[src/rtl/vline_pkg.sv]
`default_nettype none
// ============================================================================
// Package   : vline_pkg
// Purpose   : Shared types and default sizes for the video line buffer.
// Revision  : 1.0 - initial release
// ============================================================================
package vline_pkg;

    localparam int c_DATA_W     = 16;
    localparam int c_WORDS      = 128;
    localparam int c_LINES      = 256;
    localparam int c_LINE_END_W = 4;

    typedef enum logic [2:0] {
        F_IDLE = 3'd0,
        F_REQ  = 3'd1,
        F_WAIT = 3'd2,
        F_FILL = 3'd3,
        F_DONE = 3'd4
    } fetch_state_t;

endpackage
`default_nettype wire

[src/rtl/video_line_buf_if.sv]
`default_nettype none
// ============================================================================
// Interface : video_line_buf_if
// Purpose   : SDRAM video port, timing pulses and serializer read port.
// Revision  : 1.0 - initial release
// ============================================================================
interface video_line_buf_if
    import vline_pkg::*;
#(
    parameter int DATA_W = c_DATA_W
) ();
    logic [DATA_W-1:0] i_vdata;
    logic              i_vdata_valid;
    logic              i_vdata_reset;
    logic [7:0]        o_line_idx;
    logic              o_line_end;
    logic              i_frame_start;
    logic              i_line_start;
    logic              i_rd_en;
    logic [DATA_W-1:0] o_rd_data;
    logic              o_rd_valid;
    logic              o_underrun;

    modport slave (
        input  i_vdata, i_vdata_valid, i_vdata_reset,
        input  i_frame_start, i_line_start, i_rd_en,
        output o_line_idx, o_line_end, o_rd_data, o_rd_valid, o_underrun
    );

    modport master (
        output i_vdata, i_vdata_valid, i_vdata_reset,
        output i_frame_start, i_line_start, i_rd_en,
        input  o_line_idx, o_line_end, o_rd_data, o_rd_valid, o_underrun
    );
endinterface
`default_nettype wire

[src/rtl/vline_ram.sv]
`default_nettype none
// ============================================================================
// Module    : vline_ram
// Purpose   : Simple dual-port RAM, registered read; address MSB = bank.
// Revision  : 1.0 - initial release
// ============================================================================
module vline_ram #(
    parameter int DATA_W = 16,
    parameter int DEPTH  = 256,
    parameter int ADDR_W = $clog2(DEPTH)
) (
    input  logic              i_clk,
    input  logic              i_we,
    input  logic [ADDR_W-1:0] i_waddr,
    input  logic [DATA_W-1:0] i_wdata,
    input  logic              i_re,
    input  logic [ADDR_W-1:0] i_raddr,
    output logic [DATA_W-1:0] o_rdata
);
    logic [DATA_W-1:0] r_mem [DEPTH];
    logic [DATA_W-1:0] r_rdata;

    always_ff @(posedge i_clk) begin
        if (i_we)
            r_mem[i_waddr] <= i_wdata;
        if (i_re)
            r_rdata <= r_mem[i_raddr];
    end

    assign o_rdata = r_rdata;
endmodule
`default_nettype wire

[src/rtl/video_line_buf.sv]
`default_nettype none
// ============================================================================
// Module    : video_line_buf
// Purpose   : Ping-pong scanline buffer between SDRAM video port and serializer.
//             Define VIDEO_LINE_BUF_DOUBLE_SCAN_EN to show each line twice.
// Revision  : 1.0 - initial release
// ============================================================================
module video_line_buf
    import vline_pkg::*;
#(
    parameter int DATA_W     = c_DATA_W,
    parameter int WORDS      = c_WORDS,
    parameter int LINES      = c_LINES,
    parameter int LINE_END_W = c_LINE_END_W
) (
    input  logic            i_clk,
    input  logic            i_reset_n,
    video_line_buf_if.slave bus
);
    localparam int c_IDX_W = $clog2(WORDS);
    localparam int c_PTR_W = c_IDX_W + 1;
    localparam int c_CNT_W = $clog2(LINES) + 1;
    localparam int c_LE_W  = $clog2(LINE_END_W + 1);

    fetch_state_t        r_state;
    fetch_state_t        w_state_nxt;
    logic [c_LE_W-1:0]   r_le_cnt;
    logic [c_PTR_W-1:0]  r_wr_ptr;
    logic [c_PTR_W-1:0]  r_rd_ptr;
    logic [c_CNT_W-1:0]  r_line_cnt;
    logic [c_CNT_W-1:0]  w_line_inc;
    logic                r_bank;
    logic [7:0]          r_line_idx;
    logic                r_line_end;
    logic                r_underrun;
    logic                r_rd_valid;
    logic                r_rd_zero;
    logic [DATA_W-1:0]   w_ram_q;

    logic w_frame, w_line, w_primary, w_done, w_swap, w_more, w_trig;
    logic w_we, w_rd_hit;

`ifdef VIDEO_LINE_BUF_DOUBLE_SCAN_EN
    logic r_phase;
    // Only the first line start of each pair swaps and fetches.
    assign w_primary = w_line & ~r_phase;
`else
    assign w_primary = w_line;
`endif

    assign w_frame    = bus.i_frame_start;
    assign w_line     = bus.i_line_start & ~bus.i_frame_start;
    assign w_done     = (r_state == F_DONE);
    assign w_line_inc = r_line_cnt + c_CNT_W'(1);
    assign w_more     = (w_line_inc < c_CNT_W'(LINES));
    assign w_swap     = w_primary & w_done;
    assign w_trig     = w_frame | (w_swap & w_more);

    assign w_we     = (r_state == F_FILL) & ~bus.i_vdata_reset & bus.i_vdata_valid
                    & (r_wr_ptr != c_PTR_W'(WORDS));
    assign w_rd_hit = bus.i_rd_en & (r_rd_ptr != c_PTR_W'(WORDS));

    always_comb begin
        w_state_nxt = r_state;
        case (r_state)
            F_REQ:   if (r_le_cnt == c_LE_W'(LINE_END_W - 1)) w_state_nxt = F_WAIT;
            F_WAIT:  if (bus.i_vdata_reset)                    w_state_nxt = F_FILL;
            F_FILL:  if (r_wr_ptr == c_PTR_W'(WORDS))          w_state_nxt = F_DONE;
            default: ;
        endcase
        if (w_swap)
            w_state_nxt = w_more ? F_REQ : F_IDLE;
        if (w_frame)
            w_state_nxt = F_REQ;
    end

    always_ff @(posedge i_clk) begin
        if (!i_reset_n) begin
            r_state    <= F_IDLE;
            r_le_cnt   <= '0;
            r_wr_ptr   <= '0;
            r_rd_ptr   <= '0;
            r_line_cnt <= '0;
            r_bank     <= 1'b0;
            r_line_idx <= '0;
            r_line_end <= 1'b0;
            r_underrun <= 1'b0;
            r_rd_valid <= 1'b0;
            r_rd_zero  <= 1'b0;
`ifdef VIDEO_LINE_BUF_DOUBLE_SCAN_EN
            r_phase    <= 1'b0;
`endif
        end else begin
            r_state    <= w_state_nxt;
            r_le_cnt   <= (w_trig || r_state != F_REQ) ? '0 : r_le_cnt + c_LE_W'(1);
            r_line_end <= (w_state_nxt == F_REQ);
            if (w_trig)
                r_line_idx <= w_frame ? 8'd0 : 8'(w_line_inc);

            if (bus.i_vdata_reset || w_trig)
                r_wr_ptr <= '0;
            else if (w_we)
                r_wr_ptr <= r_wr_ptr + c_PTR_W'(1);

            // Every accepted line start re-arms the reader, swapped or not.
            if (w_line)
                r_rd_ptr <= '0;
            else if (w_rd_hit)
                r_rd_ptr <= r_rd_ptr + c_PTR_W'(1);

            if (w_swap)
                r_bank <= ~r_bank;

            if (w_frame)
                r_line_cnt <= '0;
            else if (w_primary)
                r_line_cnt <= w_line_inc;

            if (w_frame)
                r_underrun <= 1'b0;
            else if (w_primary && !w_done)
                r_underrun <= 1'b1;

`ifdef VIDEO_LINE_BUF_DOUBLE_SCAN_EN
            if (w_frame)
                r_phase <= 1'b0;
            else if (w_line)
                r_phase <= ~r_phase;
`endif
            r_rd_valid <= bus.i_rd_en;
            r_rd_zero  <= ~w_rd_hit;
        end
    end

    // r_bank selects the display half; the fill half is its complement.
    vline_ram #(
        .DATA_W (DATA_W),
        .DEPTH  (2 * WORDS),
        .ADDR_W (c_PTR_W)
    ) u_ram (
        .i_clk   (i_clk),
        .i_we    (w_we),
        .i_waddr ({~r_bank, r_wr_ptr[c_IDX_W-1:0]}),
        .i_wdata (bus.i_vdata),
        .i_re    (w_rd_hit),
        .i_raddr ({r_bank, r_rd_ptr[c_IDX_W-1:0]}),
        .o_rdata (w_ram_q)
    );

    assign bus.o_line_idx = r_line_idx;
    assign bus.o_line_end = r_line_end;
    assign bus.o_rd_data  = (r_rd_valid && !r_rd_zero) ? w_ram_q : '0;
    assign bus.o_rd_valid = r_rd_valid;
    assign bus.o_underrun = r_underrun;
endmodule
`default_nettype wire

[src/flat_wrapper.sv]
// flat-port wrapper written by rule: the top's interface ports become plain ports
module video_line_buf_flat import vline_pkg::*;
#(
    parameter int DATA_W     = c_DATA_W,
    parameter int WORDS      = c_WORDS,
    parameter int LINES      = c_LINES,
    parameter int LINE_END_W = c_LINE_END_W
)
  (i_clk, i_reset_n, bus_i_vdata, bus_i_vdata_valid, bus_i_vdata_reset, bus_i_frame_start, bus_i_line_start, bus_i_rd_en, bus_o_line_idx, bus_o_line_end, bus_o_rd_data, bus_o_rd_valid, bus_o_underrun);
  video_line_buf_if #(.DATA_W(DATA_W)) bus_i ();
  input  logic i_clk;
  input  logic i_reset_n;
  input wire logic [$bits(bus_i.i_vdata)-1:0] bus_i_vdata;
  input wire logic [$bits(bus_i.i_vdata_valid)-1:0] bus_i_vdata_valid;
  input wire logic [$bits(bus_i.i_vdata_reset)-1:0] bus_i_vdata_reset;
  input wire logic [$bits(bus_i.i_frame_start)-1:0] bus_i_frame_start;
  input wire logic [$bits(bus_i.i_line_start)-1:0] bus_i_line_start;
  input wire logic [$bits(bus_i.i_rd_en)-1:0] bus_i_rd_en;
  output wire logic [$bits(bus_i.o_line_idx)-1:0] bus_o_line_idx;
  output wire logic [$bits(bus_i.o_line_end)-1:0] bus_o_line_end;
  output wire logic [$bits(bus_i.o_rd_data)-1:0] bus_o_rd_data;
  output wire logic [$bits(bus_i.o_rd_valid)-1:0] bus_o_rd_valid;
  output wire logic [$bits(bus_i.o_underrun)-1:0] bus_o_underrun;
  assign bus_i.i_vdata = bus_i_vdata;
  assign bus_i.i_vdata_valid = bus_i_vdata_valid;
  assign bus_i.i_vdata_reset = bus_i_vdata_reset;
  assign bus_i.i_frame_start = bus_i_frame_start;
  assign bus_i.i_line_start = bus_i_line_start;
  assign bus_i.i_rd_en = bus_i_rd_en;
  assign bus_o_line_idx = bus_i.o_line_idx;
  assign bus_o_line_end = bus_i.o_line_end;
  assign bus_o_rd_data = bus_i.o_rd_data;
  assign bus_o_rd_valid = bus_i.o_rd_valid;
  assign bus_o_underrun = bus_i.o_underrun;
  video_line_buf #(.DATA_W(DATA_W), .WORDS(WORDS), .LINES(LINES), .LINE_END_W(LINE_END_W)) u_core (.i_clk(i_clk), .i_reset_n(i_reset_n), .bus(bus_i));
endmodule
[config.mk]
export PLATFORM = sky130hd
export DESIGN_NAME = video_line_buf_flat
export DESIGN_NICKNAME = d
export VERILOG_FILES = /design/src/rtl/vline_pkg.sv /design/src/rtl/video_line_buf_if.sv /design/src/rtl/vline_ram.sv /design/src/rtl/video_line_buf.sv /design/src/flat_wrapper.sv
export SDC_FILE = /design/constraint.sdc
export NUM_CORES = 2
export LEC_CHECK = 0
export CORE_MARGIN = 1.5
export CORE_UTILIZATION = 45
export DETAILED_ROUTE_END_ITERATION = 8
export MAX_ROUTING_LAYER = met4
export SLEW_MARGIN = 15
export SYNTH_ARGS = -nofsm -noshare
export SYNTH_HDL_FRONTEND = slang
export SYNTH_SLANG_ARGS = --single-unit
[constraint.sdc]
create_clock -name i_clk -period 3.7 [get_ports i_clk]
set_input_delay 1.11 -clock i_clk [delete_from_list [all_inputs] [get_ports i_clk]]
set_output_delay 1.11 -clock i_clk [all_outputs]
set_load 0.05 [all_outputs]
==> flow_summary.yaml <==
synthesis:
  synth_top_family_by_area: "multiplexers"
  synth-seq-cells: 4156
  ys_async_sr_fraction: 0
  yosys_warnings: 0
  synth_nets: 7376
  synth_mux_area_frac: 0.1506
  synth.distinct_cells: 70
  ys_seq_area_frac: 0.7800
  netlist_area_sq_um: 159400
  synth-edff-count: 4112
  syn-instance-count: 7344
  synthAdderAreaFrac: 0.0007063
  synth_xor_area_frac: 0.001648
  ys.flop_type: "edfxtp_1"
  synth.avg_cell_area_sq_um: 21.71
  synth_compound_area_frac: 0.03203
  yosys.area_share.simple: 0.02000
setup_path:
  timing.rr.start: "u_core.r_rd_ptr[0]"
  cp_slowest_cell: "a311oi_1"
  slowest_delay_ns: 0.82
  critPathLaunchType: "flip-flop"
  crit_top_cell: "buf_12"
  crit_start: "u_core.r_rd_ptr[0]"
  crit_required_ns: 4.39
  critical_path_class: "flip-flop to flip-flop"
  reg2reg_to: "u_core.u_ram.o_rdata[14]"
  ff2ff_setup_slack_ns: -0.06
  worstPathMaxFanout: 22
  path_cells: "buf_12 -> buf_12 -> inv_2 -> nand2_1 -> o22ai_1 -> nor2_1 -> a311oi_1 -> o32ai_1"
  end_kind: "flip-flop"
  ff2ff_path_depth: 8
  worstPathArrival_ns: 4.45
clocking:
  cts_setup_buffers: 0
  cts_sinks: 4156
  cts_max_path_buffers: 4
  cts_hold_buf: 0
  cts_made_buffers: 417
  clock_latency_ns: 0.98
  cts_tree: "built"
  cts.htree.levels: 5
  path_clk_slew_ns: 0.06
  root_buffer: "clkbuf_16"
sta:
  relSlewSlack: 0.1995
  finalWorstSetupSlack_ns: -0.05928
  rsz0062_at_grt: "no"
  holdWs_ns: 0.4245
  slew_viol_final: 0
  setup_viol: 1
  skew_ns: 0.06753
  hold_violations: 0
  max_freq_mhz: 266.0
  layout_min_cycle_time_ns: 3.759
  post-route-period-util: 1.016
  worst_slew_pin_slew_ns: 1.198
global_routing:
  globalRouteOverflowTotal: 0
  grt_antenna_before_repair: 28
  grt_usage: 0.2738
  grt_pass1_wl_mm: 659.8
  grt_max_degree: 143
  grt_pass1_vias: 81840
status:
  violations: "setup timing"
  status: "complete, but fails checks"
place:
  dpl_cell_area_sq_um: 175500
  portBuffers: 49
  dp.cells: 12670
  dp_hpwl_mm: 308.3
  dp_slack_ns: -0.7060
  gp_congestion: 0.9476
drt:
  drcViolationCount: 0
  wirelength_mm: 477.3
  route.layer.met1.wl_mm: 186.7
  vias_per_cell: 6.193
  dr_wl_met2_mm: 223.2
  top_layer: "met4"
  dr.first_iter.drc_count: 12430
  ant_nets: 0
  firstDrtPassIters: 9
  dr_wl_met3_mm: 48.06
  num_vias: 83250
  post_drt_wl_per_cell_microns: 35.51
floorplan:
  die_w_microns: 598.2
  dieArea_sq_um: 357900
  placeableCoreArea_sq_um: 352700
  rows: 218
  io_pins: 50
  die_h_microns: 598.2
  start_util: 0.4521
run:
  cap_violations: 0
power:
  p_int_mw: 77.45
  netSwitchingPower_mw: 20.46
  p_comb_frac: 0.046
  power_density_nw_per_um2: 518.2
  pwr-share-clk: 0.425
  power.share.switching: 0.2090
  seqPwrFrac: 0.528
  vdd_drop_max_v: 0.0004220
  totalPowerFinal_mw: 97.91
  p_leak_nw: 58.64
min_path:
  hold_path_class: "flip-flop to flip-flop"
  hold_end: "u_core.r_le_cnt[0]"
  holdPathStages: 1
  hold_start: "u_core.r_le_cnt[0]"
cells_and_area:
  fillers: 26680
  drive_gt1_frac: 0.3070
  nNetsFinal: 8387
  stdcell_count: 13440
  fin_area_sq_um: 189000
  syn_to_final_growth_pct: 18.51
==> worst max-delay path, delay by kind of cell (launching register included) <==
kind            cells  cell delay (ns)
compound gates      3             1.52
simple gates        2             0.62
buf+inv             3             0.85
flops               1             0.41
==> flip-flops by register name (all words and copies together) (netlist names) <==
signal,cells
u_core.r_wr_ptr,8
u_core.u_ram.o_rdata,16
u_core.bus.o_line_end,1
u_core.u_ram.r_mem,4096
u_core.bus.o_rd_valid,1
u_core.r_le_cnt,3
u_core.r_line_cnt,9
u_core.r_bank,1
u_core.bus.o_underrun,1
u_core.bus.o_line_idx,8
u_core.r_rd_zero,1
u_core.r_rd_ptr,8
u_core.r_state,3
==> cells in the final DEF, fill, tap and decap left out, types with 36 or more instances in the layout <==
| master | instances |
|---|---|
| nor2_1 | 277 |
| o22ai_1 | 99 |
| a22o_1 | 41 |
| nand2_1 | 141 |
| bufinv_16 | 40 |
| dfxtp_1 | 36 |
| a21oi_1 | 120 |
| clkbuf_16 | 427 |
| clkinv_2 | 69 |
| clkbuf_1 | 96 |
| o221ai_1 | 75 |
| nand3_1 | 39 |
| mux4_2 | 922 |
| buf_12 | 326 |
| nor2_2 | 112 |
| buf_4 | 642 |
| a211oi_1 | 76 |
| clkinv_1 | 100 |
| edfxtp_1 | 4112 |
| mux2i_1 | 319 |
| o21ai_0 | 62 |
| a22oi_1 | 128 |
==> power by group through the flow <==
stage,Clock [mW],Sequential (mW),Combinational (mW)
floorplan,0,52.7,2.24
global placement,0,52.7,4.50
detailed placement,0,52.7,4.55
CTS,42.1,51.7,4.56
global route,43.9,51.7,4.72
finish,41.6,51.7,4.53
==> metrics by stage <==
step	utilization	setup TNS (ns)
4_1_cts	0.5356	0
5_1_grt	0.5357	0
6_report	0.5358	-0.05928
3_3_place_gp	0.4975	-1.394
2_1_floorplan	-	-28.42
3_5_place_dp	0.4975	-1.623
==> kinds of logic (layout without fill, tap and decap cells) <==
logic type      count (synthesis)  in the layout
buf+inv                       445           1797
other cells                     0             16
compound gates                726            726
xor+xnor                       30             30
simple gates                  732            732
mux                          1246           1246
flops                        4156           4156
fa+ha+maj                       9              9
==> how the worst max path moves through the flow <==
stage | cells past startpoint | slack (ns) | end
6_report | 8 | -0.06 | u_core.u_ram.o_rdata[14]
3_5_place_dp | 11 | -0.71 | u_core.u_ram.o_rdata[2]
3_3_place_gp | 11 | -0.66 | u_core.u_ram.o_rdata[2]
2_1_floorplan | 7 | -0.03 | u_core.u_ram.r_mem[199][0]
5_1_grt | 5 | 0.01 | bus_o_rd_data[12]
4_1_cts | 11 | 0.0002 | u_core.u_ram.o_rdata[2]
==> area by class of cell <==
type | instances | area (sq um) | share of cell area
Sequential cell | 4156 | 124400 | 0.6583
Multi-Input combinational cell | 2743 | 33240 | 0.1759
Timing Repair Buffer | 1018 | 11920 | 0.06310
Clock buffer | 526 | 11090 | 0.05867
Tap cell | 4730 | 5918 | 0.03132
Clock inverter | 234 | 2280 | 0.01206
Inverter | 19 | 80.08 | 0.0004238
Antenna cell | 16 | 40.04 | 0.0002119
==> timing repair <==
item                                    in CTS  in global routing
resized for setup                           65                  7
endpoints found under the setup margin      21                  8
endpoints found under the hold margin        0                  0
==> cell usage after synthesis, drive strengths merged, types with 15 or more instances <==
master  count  share of area
dfxtp      44         0.0055
nor2b      23        0.00090
a21oi     120         0.0038
mux4      922           0.13
nor2      390         0.0092
a22oi     128         0.0060
edfxtp   4112           0.77
clkbuf    156         0.0037
o21ai      67         0.0021
inv        18        0.00042
nand3      56         0.0018
a211oi     82         0.0039
buf       270          0.011
xor2       15        0.00082
a22o       41         0.0023
o221ai     75         0.0041
xnor2      15        0.00082
a221oi     26         0.0014
a31oi      15        0.00059
o22ai      99         0.0039
nand2     141         0.0033
nor3       27        0.00085
mux2i     319          0.020
and2       29         0.0011
==> per-layer routing <==
| metal | track usage | vias to the layer above |
|---|---|---|
| li1 | - | 33100 |
| met1 | 0.3746 | 44420 |
| met2 | 0.4150 | 4943 |
| met3 | 0.05134 | 790 |
| met4 | 0.09683 | 0 |
| met5 | - | - |
No activity file was read; power rests on OpenSTA's default activity.
